<file path="src/rtl/fpu_op_sequencer.sv">
// rtl/fpu_op_sequencer.sv - command FIFO feeding a combinational FPU, one registered result at a time
module fpu_op_sequencer #(
   parameter int DEPTH = 4
) (
   input  logic        clk,
   input  logic        rst_n,
   input  logic        in_valid,
   output logic        in_ready,
   input  logic [31:0] in_a,
   input  logic [31:0] in_b,
   input  logic        in_op,
   output logic [31:0] fpu_a,
   output logic [31:0] fpu_b,
   output logic        fpu_control,
   input  logic [31:0] fpu_result,
   output logic        out_valid,
   input  logic        out_ready,
   output logic [31:0] out_result,
   output logic        out_op,
   output logic        busy
);

   localparam int AW = $clog2(DEPTH);
   localparam logic [AW:0] DEPTH_C = (AW+1)'(DEPTH);

   typedef enum logic [1:0] {IDLE, EXEC, DONE} state_t;

   state_t        state, state_nxt;
   logic [64:0]   mem [DEPTH];
   logic [AW-1:0] wr_ptr, rd_ptr;
   logic [AW:0]   count;
   logic [64:0]   head;
   logic          empty, push, pop;

   assign empty    = (count == '0);
   assign in_ready = (count < DEPTH_C);
   assign push     = in_valid && in_ready;
   assign pop      = (state == EXEC);
   assign head     = mem[rd_ptr];

   // Stale storage is masked whenever the queue is empty.
   assign fpu_a       = empty ? 32'd0 : head[64:33];
   assign fpu_b       = empty ? 32'd0 : head[32:1];
   assign fpu_control = empty ? 1'b0  : head[0];

   assign out_valid = (state == DONE);
   assign busy      = (state != IDLE) || !empty;

   always_ff @(posedge clk) begin
      if (push) mem[wr_ptr] <= {in_a, in_b, in_op};
   end

   always_ff @(posedge clk or negedge rst_n) begin
      if (!rst_n) begin
         wr_ptr <= '0;
         rd_ptr <= '0;
         count  <= '0;
      end else begin
         if (push) wr_ptr <= wr_ptr + AW'(1);
         if (pop)  rd_ptr <= rd_ptr + AW'(1);
         case ({push, pop})
            2'b10:   count <= count + (AW+1)'(1);
            2'b01:   count <= count - (AW+1)'(1);
            default: count <= count;
         endcase
      end
   end

   always_ff @(posedge clk or negedge rst_n) begin
      if (!rst_n) begin
         state      <= IDLE;
         out_result <= 32'd0;
         out_op     <= 1'b0;
      end else begin
         state <= state_nxt;
         if (pop) begin
            out_result <= fpu_result;
            out_op     <= head[0];
         end
      end
   end

   always_comb begin
      state_nxt = state;
      case (state)
         IDLE: if (!empty) state_nxt = EXEC;
         EXEC: state_nxt = DONE;
         // A push landing on the handshake edge counts as pending work.
         DONE: if (out_ready) state_nxt = (!empty || push) ? EXEC : IDLE;
         default: state_nxt = IDLE;
      endcase
   end

endmodule
</file>
<file path="config.mk">
export PLATFORM = sky130hd
export DESIGN_NAME = fpu_op_sequencer
export DESIGN_NICKNAME = d
export VERILOG_FILES = /design/src/rtl/fpu_op_sequencer.sv
export SDC_FILE = /design/constraint.sdc
export NUM_CORES = 1
export LEC_CHECK = 0
export BUFFER_PORTS_ARGS = -buffer_cell sky130_fd_sc_hd__buf_2
export CORE_ASPECT_RATIO = 0.9
export CORE_UTILIZATION = 60
export DETAILED_ROUTE_END_ITERATION = 10
export PLACE_DENSITY_LB_ADDON = 0.15
export REMOVE_ABC_BUFFERS = 1
export SYNTH_ARGS = -nofsm -noshare
export SYNTH_HDL_FRONTEND = slang
export SYNTH_SLANG_ARGS = --single-unit
</file>
<file path="constraint.sdc">
create_clock -name clk -period 7.1 [get_ports clk]
set_clock_uncertainty 0.05 [all_clocks]
set_input_delay 0 -clock clk [delete_from_list [all_inputs] [get_ports clk]]
set_output_delay 0 -clock clk [all_outputs]
set_load 0.005 [all_outputs]
</file>
==> report_table.html, run 1 <==
<table>
<tr><th>Metric</th><th>Value</th></tr>
<tr><th colspan="2">Drt</th></tr>
<tr><td>Starting DRC count in detailed routing</td><td>376</td></tr>
<tr><td>Wire length per cell</td><td>19.8 µm</td></tr>
<tr><td>Initial DRT Pass Iterations</td><td>4</td></tr>
<tr><td>Sum of routed wire length over all layers</td><td>23300 µm</td></tr>
<tr><td>Final ANT Viol Nets</td><td>0</td></tr>
<tr><td>Highest routed layer</td><td>met4</td></tr>
<tr><td>Via Count</td><td>6465</td></tr>
<tr><td>Number of DRC violations after detailed routing</td><td>0</td></tr>
<tr><td>Via-to-Cell Ratio</td><td>5.49</td></tr>
<tr><td>Routed met2 length</td><td>12200 µm</td></tr>
<tr><td>Wire length the detailed router placed on met1</td><td>8950 µm</td></tr>
<tr><td>Routed wl met3</td><td>1200 µm</td></tr>
<tr><th colspan="2">Global route</th></tr>
<tr><td>Maximum number of pins on one net before global-route repair</td><td>68</td></tr>
<tr><td>Number of global-route vias before repair</td><td>6962</td></tr>
<tr><td>Leftover overflow at the end of global routing</td><td>0</td></tr>
<tr><td>Tot GR Track Use</td><td>0.243</td></tr>
<tr><td>Number of antenna violations at the first check in global routing</td><td>1</td></tr>
<tr><td>Global-route wire length before repair</td><td>36300 µm</td></tr>
<tr><th colspan="2">Setup path</th></tr>
<tr><td>Largest incremental delay on the critical path</td><td>790 ps</td></tr>
<tr><td>Max stage delay cell, worst path</td><td>sky130_fd_sc_hd__buf_4</td></tr>
<tr><td>CP required</td><td>7050 ps</td></tr>
<tr><td>Critical Path Source</td><td>rd_ptr[0]</td></tr>
<tr><td>R2r startpoint</td><td>state[1]</td></tr>
<tr><td>Worst setup path class</td><td>reg -&gt; out</td></tr>
<tr><td>Arr. time, crit path</td><td>3030 ps</td></tr>
<tr><td>Category of the worst setup path capture point</td><td>primary output</td></tr>
<tr><td>Startpoint types</td><td>flop</td></tr>
<tr><td>Maximum fanout along the worst path</td><td>45</td></tr>
<tr><td>Crit path cell chain</td><td>buf_4 -&gt; mux4_2 -&gt; nor2b_1 -&gt; buf_2</td></tr>
<tr><th colspan="2">Yosys</th></tr>
<tr><td>Largest family of logic cells by synthesized area</td><td>multiplexers</td></tr>
<tr><td>Synthesized flop and latch total</td><td>302</td></tr>
<tr><td>Area fraction in compound gates after synthesis</td><td>0.00173</td></tr>
<tr><td>Number of unique standard cell types used by synthesis</td><td>24</td></tr>
<tr><td>Synthesized-area fraction occupied by adder cells</td><td>0.00715</td></tr>
<tr><td>Avg Inst Size Synth</td><td>19.2 µm²</td></tr>
<tr><td>Post-synthesis simple-gate area fraction</td><td>0.0742</td></tr>
<tr><td>Cell area after synthesis</td><td>11500 µm²</td></tr>
<tr><td>Share of cell area taken by muxes after synthesis</td><td>0.128</td></tr>
<tr><td>Sequential fraction of the synthesis area</td><td>0.767</td></tr>
<tr><td>Fraction of synthesized cell area in xor and xnor cells</td><td>0.00455</td></tr>
<tr><td>Instance count of the mapped netlist</td><td>602</td></tr>
<tr><td>Yosys warning total</td><td>0</td></tr>
<tr><th colspan="2">Floorplanning</th></tr>
<tr><td>Top-Level Pins</td><td>202</td></tr>
<tr><td>Number of cell rows</td><td>47</td></tr>
<tr><td>Starting density of the core</td><td>0.619</td></tr>
<tr><td>Core region area</td><td>18600 µm²</td></tr>
<tr><td>Die area</td><td>19800 µm²</td></tr>
<tr><td>Horiz. Die Dim</td><td>148 µm</td></tr>
<tr><td>Y dimension of the die</td><td>134 µm</td></tr>
<tr><th colspan="2">Timing</th></tr>
<tr><td>Hold violation count in the final report</td><td>0</td></tr>
<tr><td>Final critical-path required period</td><td>3080 ps</td></tr>
<tr><td>RSZ-0062 raised after global routing</td><td>no</td></tr>
<tr><td>Total of endpoints with negative setup slack in the final report</td><td>0</td></tr>
<tr><td>Final Slew Violations</td><td>0</td></tr>
<tr><td>Transition at the pin with the smallest max-transition slack</td><td>1040 ps</td></tr>
<tr><td>Minimum setup slack in the final design</td><td>4020 ps</td></tr>
<tr><td>Final sum of negative setup slack</td><td>0 ps</td></tr>
<tr><td>Achievable frequency</td><td>0.325 GHz</td></tr>
<tr><td>Period Utilization, post-route</td><td>0.434</td></tr>
<tr><td>Worst slew margin</td><td>0.304</td></tr>
<tr><th colspan="2">Finish</th></tr>
<tr><td>Fillers</td><td>1006</td></tr>
<tr><td>Nets@finish</td><td>1016</td></tr>
<tr><td>Fraction of final layout cells with drive strength greater than 1</td><td>0.335</td></tr>
<tr><td>Layout area overhead</td><td>26.8%</td></tr>
<tr><th colspan="2">Clock tree</th></tr>
<tr><td>Cts bufs inserted</td><td>30</td></tr>
<tr><td>Reg clk slew, reported paths</td><td>60 ps</td></tr>
<tr><td>Post-CTS setup repair buffer count</td><td>0</td></tr>
<tr><td>Clk sink count</td><td>302</td></tr>
<tr><td>Clock tree from TritonCTS</td><td>done</td></tr>
<tr><td>CTS Root Cell</td><td>sky130_fd_sc_hd__clkbuf_16</td></tr>
<tr><td>H-tree depth reported by CTS</td><td>1</td></tr>
<tr><td>Count of instances resized after the clock tree is built</td><td>0</td></tr>
<tr><td>Hold buffers post-CTS</td><td>101</td></tr>
<tr><td>Maximum root-to-sink buffer count</td><td>3</td></tr>
<tr><td>Later-pin clock latency in the skew report</td><td>530 ps</td></tr>
<tr><th colspan="2">Place</th></tr>
<tr><td>DP HPWL</td><td>12400 µm</td></tr>
<tr><td>Weighted congestion at the end of routability-driven global placement</td><td>0.769</td></tr>
<tr><td>Number of I/O port buffers</td><td>201</td></tr>
<tr><td>Placement-stage worst setup slack</td><td>4200 ps</td></tr>
<tr><th colspan="2">Job</th></tr>
<tr><td>Max-cap viol count</td><td>0</td></tr>
<tr><th colspan="2">Min path</th></tr>
<tr><td>Worst min-delay path category</td><td>in -&gt; async</td></tr>
<tr><th colspan="2">Power and ir drop</th></tr>
<tr><td>Power per cell area</td><td>388 nW/µm²</td></tr>
<tr><td>Leakage power</td><td>5.57 nW</td></tr>
<tr><td>Worst vdd rail ir drop</td><td>316 µV</td></tr>
<tr><th colspan="2">Run status</th></tr>
<tr><td>Result of the run</td><td>finished clean</td></tr>
</table>
-- logic make-up (layout without fill, tap and decap cells) --
group,count (synthesis),count (layout)
fa+ha+maj,6,6
compound gates,4,4
buf+inv,38,367
xor+xnor,6,6
simple gates,178,178
other cells,0,1
flops,302,302
mux,68,68
-- cell usage in the layout (no fill, tap or decap), drive strengths merged, types with 4 or more instances in the layout --
| cell | synthesis | final |
|---|---|---|
| dlygate4sd3 | 0 | 101 |
| nor2b | 66 | 66 |
| clkbuf | 13 | 46 |
| mux4 | 64 | 64 |
| and2 | 4 | 4 |
| dfrtp | 42 | 42 |
| clkinv | 1 | 8 |
| inv | 7 | 8 |
| ha | 5 | 5 |
| xnor2 | 5 | 5 |
| nand2 | 101 | 101 |
| edfxtp | 260 | 260 |
| buf | 17 | 204 |
-- critical path, delay by kind of cell (launching register included) --
| family | cells | cell delay (ps) |
|---|---|---|
| multiplexers | 1 | 610 |
| AND/OR/NAND/NOR | 1 | 160 |
| flip-flops | 1 | 710 |
| buffers and inverters | 2 | 950 |
-- final timing paths --
check                      slack [ps]              to  depth (start not counted)
hold reg to reg                   420  out_result[22]                          2
max in group asynchronous        6170       rd_ptr[1]                          2
hold / removal                    130  out_result[30]                          2
setup reg to reg                 4030        count[2]                          9
setup / recovery                 4020        fpu_a[2]                          4
min in group clk                  150  out_result[11]                          4
-- stage by stage --
| stage | power (mW) | utilization | hold slack, ps | instance area [µm²] | instances |
|---|---|---|---|---|---|
| final | 5.67 | 0.785 | 126 | 14600 | 1177 |
| after floorplan | 3.56 | - | -346 | 11400 | 572 |
| after global placement | 4.17 | 0.684 | 103 | 12700 | 1021 |
| after global routing | 5.96 | 0.785 | 152 | 14600 | 1177 |
| after CTS | 5.70 | 0.785 | 112 | 14600 | 1176 |
| after detailed placement | 4.23 | 0.684 | 136 | 12700 | 1021 |
-- cell usage after synthesis --
| cell | n | area [µm²] |
|---|---|---|
| sky130_fd_sc_hd__edfxtp_1 | 260 | 7810 |
| sky130_fd_sc_hd__buf_2 | 8 | 40.0 |
| sky130_fd_sc_hd__xnor2_1 | 5 | 43.8 |
| sky130_fd_sc_hd__mux2i_1 | 3 | 30.0 |
| sky130_fd_sc_hd__o21ai_0 | 3 | 15.0 |
| sky130_fd_sc_hd__inv_1 | 7 | 26.3 |
| sky130_fd_sc_hd__clkbuf_1 | 13 | 48.8 |
| sky130_fd_sc_hd__a21oi_1 | 1 | 5.00 |
| sky130_fd_sc_hd__nor2b_1 | 66 | 413 |
| sky130_fd_sc_hd__xor2_1 | 1 | 8.76 |
| sky130_fd_sc_hd__and2_1 | 4 | 25.0 |
| sky130_fd_sc_hd__fa_1 | 1 | 20.0 |
| sky130_fd_sc_hd__ha_1 | 5 | 62.6 |
| sky130_fd_sc_hd__nand2b_1 | 3 | 18.8 |
| sky130_fd_sc_hd__dfrtp_1 | 42 | 1050 |
| sky130_fd_sc_hd__nor2_1 | 3 | 11.3 |
| sky130_fd_sc_hd__nand2_1 | 101 | 379 |
| sky130_fd_sc_hd__buf_6 | 4 | 45.0 |
| sky130_fd_sc_hd__buf_1 | 3 | 11.3 |
| sky130_fd_sc_hd__nor3_2 | 1 | 10.0 |
| sky130_fd_sc_hd__mux2_2 | 1 | 11.3 |
| sky130_fd_sc_hd__buf_4 | 2 | 15.0 |
| sky130_fd_sc_hd__clkinv_1 | 1 | 3.75 |
| sky130_fd_sc_hd__mux4_2 | 64 | 1440 |
-- per-layer routing --
layer / GRT usage / vias up
met5: 0 / -
met4: 0.110 / 0
met3: 0.0438 / 79
met2: 0.418 / 241
met1: 0.303 / 3253
li1: - / 2892
-- cell type report --
| class | instances | area, µm² | area share |
|---|---|---|---|
| Sequential cell | 302 | 8870 | 0.606 |
| Multi-Input combinational cell | 262 | 2510 | 0.172 |
| Timing Repair Buffer | 305 | 2040 | 0.139 |
| Clock buffer | 46 | 842 | 0.0575 |
| Tap cell | 245 | 307 | 0.0209 |
| Clock inverter | 8 | 38.8 | 0.00265 |
| Inverter | 8 | 30.0 | 0.00205 |
| Antenna cell | 1 | 2.50 | 0.000171 |
-- power breakdown --
part	leakage, nW	internal [mW]	switching (mW)
Sequential	2.87	2.29	0.238
Combinational	2.27	0.896	0.838
Clock	0.428	0.811	0.606
-- registers in the layout, indices dropped and copies added, names as in the netlist --
name        cells
state           2
out_result     32
rd_ptr          2
wr_ptr          2
out_op          1
mem           260
count           3
Power figures use the tool's default switching activity.
==> inputs of run 2 (changes only) <==
--- a/config.mk
+++ b/config.mk
@@ -7,7 +7,7 @@
 export LEC_CHECK = 0
 export BUFFER_PORTS_ARGS = -buffer_cell sky130_fd_sc_hd__buf_2
 export CORE_ASPECT_RATIO = 0.9
-export CORE_UTILIZATION = 60
+export CORE_UTILIZATION = 56
 export DETAILED_ROUTE_END_ITERATION = 10
 export PLACE_DENSITY_LB_ADDON = 0.15
 export REMOVE_ABC_BUFFERS = 1
==> constraint.sdc (replaced) <==
create_clock -name clk -period 2.96 [get_ports clk]
set_clock_uncertainty 0.05 [all_clocks]
set_input_delay 0 -clock clk [delete_from_list [all_inputs] [get_ports clk]]
set_output_delay 0 -clock clk [all_outputs]
set_load 0.005 [all_outputs]
==> run 2 against run 1 <==
Against the previous run:
- count of clock-buffer cells in the layout is 2 lower
- register-to-register slack worse by 3300 ps
- critical endpoint is now fpu_a[28]
- combinational power grew to 2.6 times the previous value
- core utilization is 4.7 points lower
- sequential cell count stayed put
- die area is 7.0% higher
- cell count is 2.1% higher
- first-iteration DRC count is 39% higher
- critical path type unchanged
==> report_table.html, run 2 (synthesized netlist as in run 1, its figures left out) <==
<table>
<tr><th>Metric</th><th>Value</th></tr>
<tr><th colspan="2">Power and ir drop</th></tr>
<tr><td>Switching Share</td><td>0.299 (+0.00214)</td></tr>
<tr><td>Switching power</td><td>4.13 mW (+150%)</td></tr>
<tr><td>Total power consumption of the routed design</td><td>13.8 mW (+140%)</td></tr>
<tr><td>Worst vdd rail ir drop</td><td>564 µV (+78%)</td></tr>
<tr><td>Leakage power</td><td>5.68 nW (+1.9%)</td></tr>
<tr><td>Internal cell power</td><td>9.71 mW (+140%)</td></tr>
<tr><td>Clock Power Share</td><td>0.249 (about the same)</td></tr>
<tr><td>Proportion of power drawn by flip-flops and latches</td><td>0.429 (-0.016)</td></tr>
<tr><td>Power per cell area</td><td>933 nW/µm² (+140%)</td></tr>
<tr><td>Combinational power share</td><td>0.322 (+0.016)</td></tr>
<tr><th colspan="2">Timing</th></tr>
<tr><td>Hold violation count in the final report</td><td>0 (unchanged)</td></tr>
<tr><td>Transition at the pin with the smallest max-transition slack</td><td>989 ps (-55.5 ps)</td></tr>
<tr><td>Worst slew margin</td><td>0.341 (+0.0370)</td></tr>
<tr><td>RSZ-0062 raised after global routing</td><td>no</td></tr>
<tr><td>Total of endpoints with negative setup slack in the final report</td><td>0 (unchanged)</td></tr>
<tr><td>Final critical-path required period</td><td>2470 ps</td></tr>
<tr><td>Final Slew Violations</td><td>0 (unchanged)</td></tr>
<tr><td>Achievable frequency</td><td>0.404 GHz</td></tr>
<tr><td>Final sum of negative setup slack</td><td>0 ps (unchanged)</td></tr>
<tr><td>Period Utilization, post-route</td><td>0.836</td></tr>
<tr><th colspan="2">Finish</th></tr>
<tr><td>Final cell count without fillers</td><td>1202 (+2.1%)</td></tr>
<tr><td>Layout area overhead</td><td>28.5%</td></tr>
<tr><td>Antenna cells</td><td>0 (-1)</td></tr>
<tr><td>Fraction of final layout cells with drive strength greater than 1</td><td>0.348 (+0.0133)</td></tr>
<tr><td>Number of flip-flops under the largest register name</td><td>260 (unchanged)</td></tr>
<tr><td>Commonest cells after routing, fill and taps aside</td><td>260 x sky130_fd_sc_hd__edfxtp_1, 201 x sky130_fd_sc_hd__buf_2, 101 x sky130_fd_sc_hd__nand2_1, 101 x sky130_fd_sc_hd__dlygate4sd3_1, 66 x sky130_fd_sc_hd__nor2b_1</td></tr>
<tr><td>Largest register by flop count</td><td>mem</td></tr>
<tr><td>Top Registers</td><td>mem x260, out_result x32, count x3</td></tr>
<tr><td>Nets@finish</td><td>1030 (+1.4%)</td></tr>
<tr><td>Fillers</td><td>1188 (+18%)</td></tr>
<tr><td>Fin area</td><td>14800 µm² (+1.4%)</td></tr>
<tr><td>Most frequent standard cell in the layout excluding fill and tap cells</td><td>sky130_fd_sc_hd__edfxtp_1</td></tr>
<tr><th colspan="2">Global route</th></tr>
<tr><td>Number of antenna violations at the first check in global routing</td><td>0 (-1)</td></tr>
<tr><td>Leftover overflow at the end of global routing</td><td>0 (unchanged)</td></tr>
<tr><td>Tot GR Track Use</td><td>0.242 (-0.00101)</td></tr>
<tr><td>Global-route wire length before repair</td><td>38900 µm (+7.2%)</td></tr>
<tr><td>Maximum number of pins on one net before global-route repair</td><td>68 (unchanged)</td></tr>
<tr><td>Number of global-route vias before repair</td><td>7085 (+1.8%)</td></tr>
<tr><th colspan="2">Setup path</th></tr>
<tr><td>Critical Path Source</td><td>rd_ptr[0]</td></tr>
<tr><td>CP required</td><td>2910 ps (-4140 ps)</td></tr>
<tr><td>Category of the worst setup path capture point</td><td>primary output</td></tr>
<tr><td>Max stage delay cell, worst path</td><td>sky130_fd_sc_hd__dfrtp_4</td></tr>
<tr><td>Crit path cell chain</td><td>buf_4 -&gt; mux4_2 -&gt; nor2b_1 -&gt; buf_2</td></tr>
<tr><td>Largest incremental delay on the critical path</td><td>650 ps (-140 ps)</td></tr>
<tr><td>Maximum fanout along the worst path</td><td>17 (-62%)</td></tr>
<tr><td>Worst setup slack for register-to-register paths</td><td>700 ps (-3330 ps)</td></tr>
<tr><td>Cells on worst reg2reg path</td><td>4 (-5)</td></tr>
<tr><td>Startpoint types</td><td>flop</td></tr>
<tr><td>End of the critical path</td><td>fpu_a[28]</td></tr>
<tr><td>Worst setup path class</td><td>reg -&gt; out</td></tr>
<tr><td>Reg2Reg Capture Point</td><td>state[0]</td></tr>
<tr><td>R2r startpoint</td><td>count[0]</td></tr>
<tr><td>Arr. time, crit path</td><td>2420 ps (-610 ps)</td></tr>
<tr><th colspan="2">Clock tree</th></tr>
<tr><td>Post-CTS setup repair buffer count</td><td>0 (unchanged)</td></tr>
<tr><td>Maximum root-to-sink buffer count</td><td>3 (unchanged)</td></tr>
<tr><td>Count of instances resized after the clock tree is built</td><td>0 (unchanged)</td></tr>
<tr><td>Cts bufs inserted</td><td>30 (unchanged)</td></tr>
<tr><td>CTS Root Cell</td><td>sky130_fd_sc_hd__clkbuf_16</td></tr>
<tr><td>Reg clk slew, reported paths</td><td>60 ps (about the same)</td></tr>
<tr><td>Clk sink count</td><td>302 (unchanged)</td></tr>
<tr><td>H-tree depth reported by CTS</td><td>1 (unchanged)</td></tr>
<tr><td>Clock tree from TritonCTS</td><td>done</td></tr>
<tr><td>Later-pin clock latency in the skew report</td><td>540 ps (about the same)</td></tr>
<tr><th colspan="2">Drt</th></tr>
<tr><td>Number of DRC violations after detailed routing</td><td>0 (unchanged)</td></tr>
<tr><td>Sum of routed wire length over all layers</td><td>24800 µm (+6.2%)</td></tr>
<tr><td>Final ANT Viol Nets</td><td>0 (unchanged)</td></tr>
<tr><td>Initial DRT Pass Iterations</td><td>5 (+1)</td></tr>
<tr><td>Starting DRC count in detailed routing</td><td>522 (+39%)</td></tr>
<tr><td>Via-to-Cell Ratio</td><td>5.48 (-0.23%)</td></tr>
<tr><td>Wire length per cell</td><td>20.6 µm (+4.0%)</td></tr>
<tr><td>Via Count</td><td>6587 (+1.9%)</td></tr>
<tr><th colspan="2">Min path</th></tr>
<tr><td>Worst min-delay path category</td><td>in -&gt; reg</td></tr>
<tr><th colspan="2">Floorplanning</th></tr>
<tr><td>Die area</td><td>21200 µm² (+7.0%)</td></tr>
<tr><td>Y dimension of the die</td><td>138 µm (+3.5%)</td></tr>
<tr><td>Number of cell rows</td><td>49 (+4.3%)</td></tr>
<tr><td>Top-Level Pins</td><td>202 (unchanged)</td></tr>
<tr><td>Horiz. Die Dim</td><td>153 µm (+3.5%)</td></tr>
<tr><td>Starting density of the core</td><td>0.574 (-0.0452)</td></tr>
<tr><td>Core region area</td><td>20100 µm² (+7.9%)</td></tr>
<tr><th colspan="2">Place</th></tr>
<tr><td>Weighted congestion at the end of routability-driven global placement</td><td>0.793 (+3.1%)</td></tr>
<tr><td>Total cell area at the placement stage</td><td>12900 µm² (+1.3%)</td></tr>
<tr><td>Placed cells</td><td>1045 (+2.4%)</td></tr>
<tr><td>DP HPWL</td><td>14400 µm (+16%)</td></tr>
<tr><td>Number of I/O port buffers</td><td>201 (unchanged)</td></tr>
<tr><th colspan="2">Run status</th></tr>
<tr><td>Result of the run</td><td>finished clean</td></tr>
<tr><th colspan="2">Job</th></tr>
<tr><td>Max-cap viol count</td><td>0 (unchanged)</td></tr>
</table>
[run 2: changes by cell type in the layout (fill, tap and decap cells not counted)]
| cell | before | now |
|---|---|---|
| sky130_fd_sc_hd__clkinv_2 | 3 | 4 |
| sky130_fd_sc_hd__clkinv_1 | 5 | 7 |
| sky130_fd_sc_hd__clkinv_4 | 0 | 1 |
| sky130_fd_sc_hd__clkbuf_1 | 14 | 10 |
| sky130_fd_sc_hd__diode_2 | 1 | 0 |
| sky130_fd_sc_hd__clkbuf_8 | 1 | 3 |
| sky130_fd_sc_hd__buf_12 | 0 | 4 |
| sky130_fd_sc_hd__clkinvlp_4 | 0 | 1 |
| sky130_fd_sc_hd__buf_4 | 3 | 13 |
| sky130_fd_sc_hd__inv_6 | 1 | 0 |
[run 2: worst min-delay path by stage]
stage	startpoint	end	slack, ps	cells past startpoint
final	fpu_result[1]	out_result[1]	150	4
after global routing	fpu_result[13]	out_result[13]	160	4
after CTS	rst_n	out_result[5]	120	2
after detailed placement	fpu_result[26]	out_result[26]	140	3
after global placement	rst_n	out_result[11]	110	1
after floorplan	rst_n	count[0]	-350	0
[run 2: final cells by class]
cell class | instances | area, µm² | area share
inverter | 8 | 30.0 | 0.00202
clock inverter | 12 | 58.8 | 0.00396
tap | 255 | 319 | 0.0215
sequential | 302 | 8870 | 0.598
timing repair buffer | 319 | 2190 | 0.148
clock buffer | 44 | 855 | 0.0576
multi-input combinational | 262 | 2510 | 0.169
[run 2: power by group through the flow]
stage | Sequential, mW | Clock, mW | Combinational [mW]
finish | 5.94 | 3.45 | 4.46
global route | 6.01 | 3.69 | 4.85
CTS | 5.94 | 3.51 | 4.47
detailed placement | 6.01 | 0 | 4.32
global placement | 5.96 | 0 | 4.21
floorplan | 6.12 | 0 | 2.42
[run 2: timing repair]
item | 4_1_cts | 5_1_grt
endpoints found under the setup margin | 0 | 0
hold buffers | 101 | 0
endpoints found under the hold margin | 338 | 0
[run 2: per-stage QoR]
step / util / hold WS [ps] / worst slack, ps
after floorplan: - / -346 / -503
after global placement: 0.642 / 110 / 897
after detailed placement: 0.642 / 145 / 845
after CTS: 0.738 / 119 / 421
after global routing: 0.738 / 158 / 347
final: 0.738 / 151 / 486
[run 2: critical path: cells and delay by family (launching register included)]
| family | cells | cell delay, ps |
|---|---|---|
| buffers and inverters | 2 | 530 |
| DFF | 1 | 650 |
| muxes | 1 | 530 |
| and+or+nand+nor | 1 | 170 |
[run 2: layer usage]
metal | GRT usage | part of all wire
met2 | 0.401 | 0.51
met1 | 0.327 | 0.39
met4 | 0.0926 | 0.034
met5 | 0 | 0
met3 | 0.0392 | 0.061
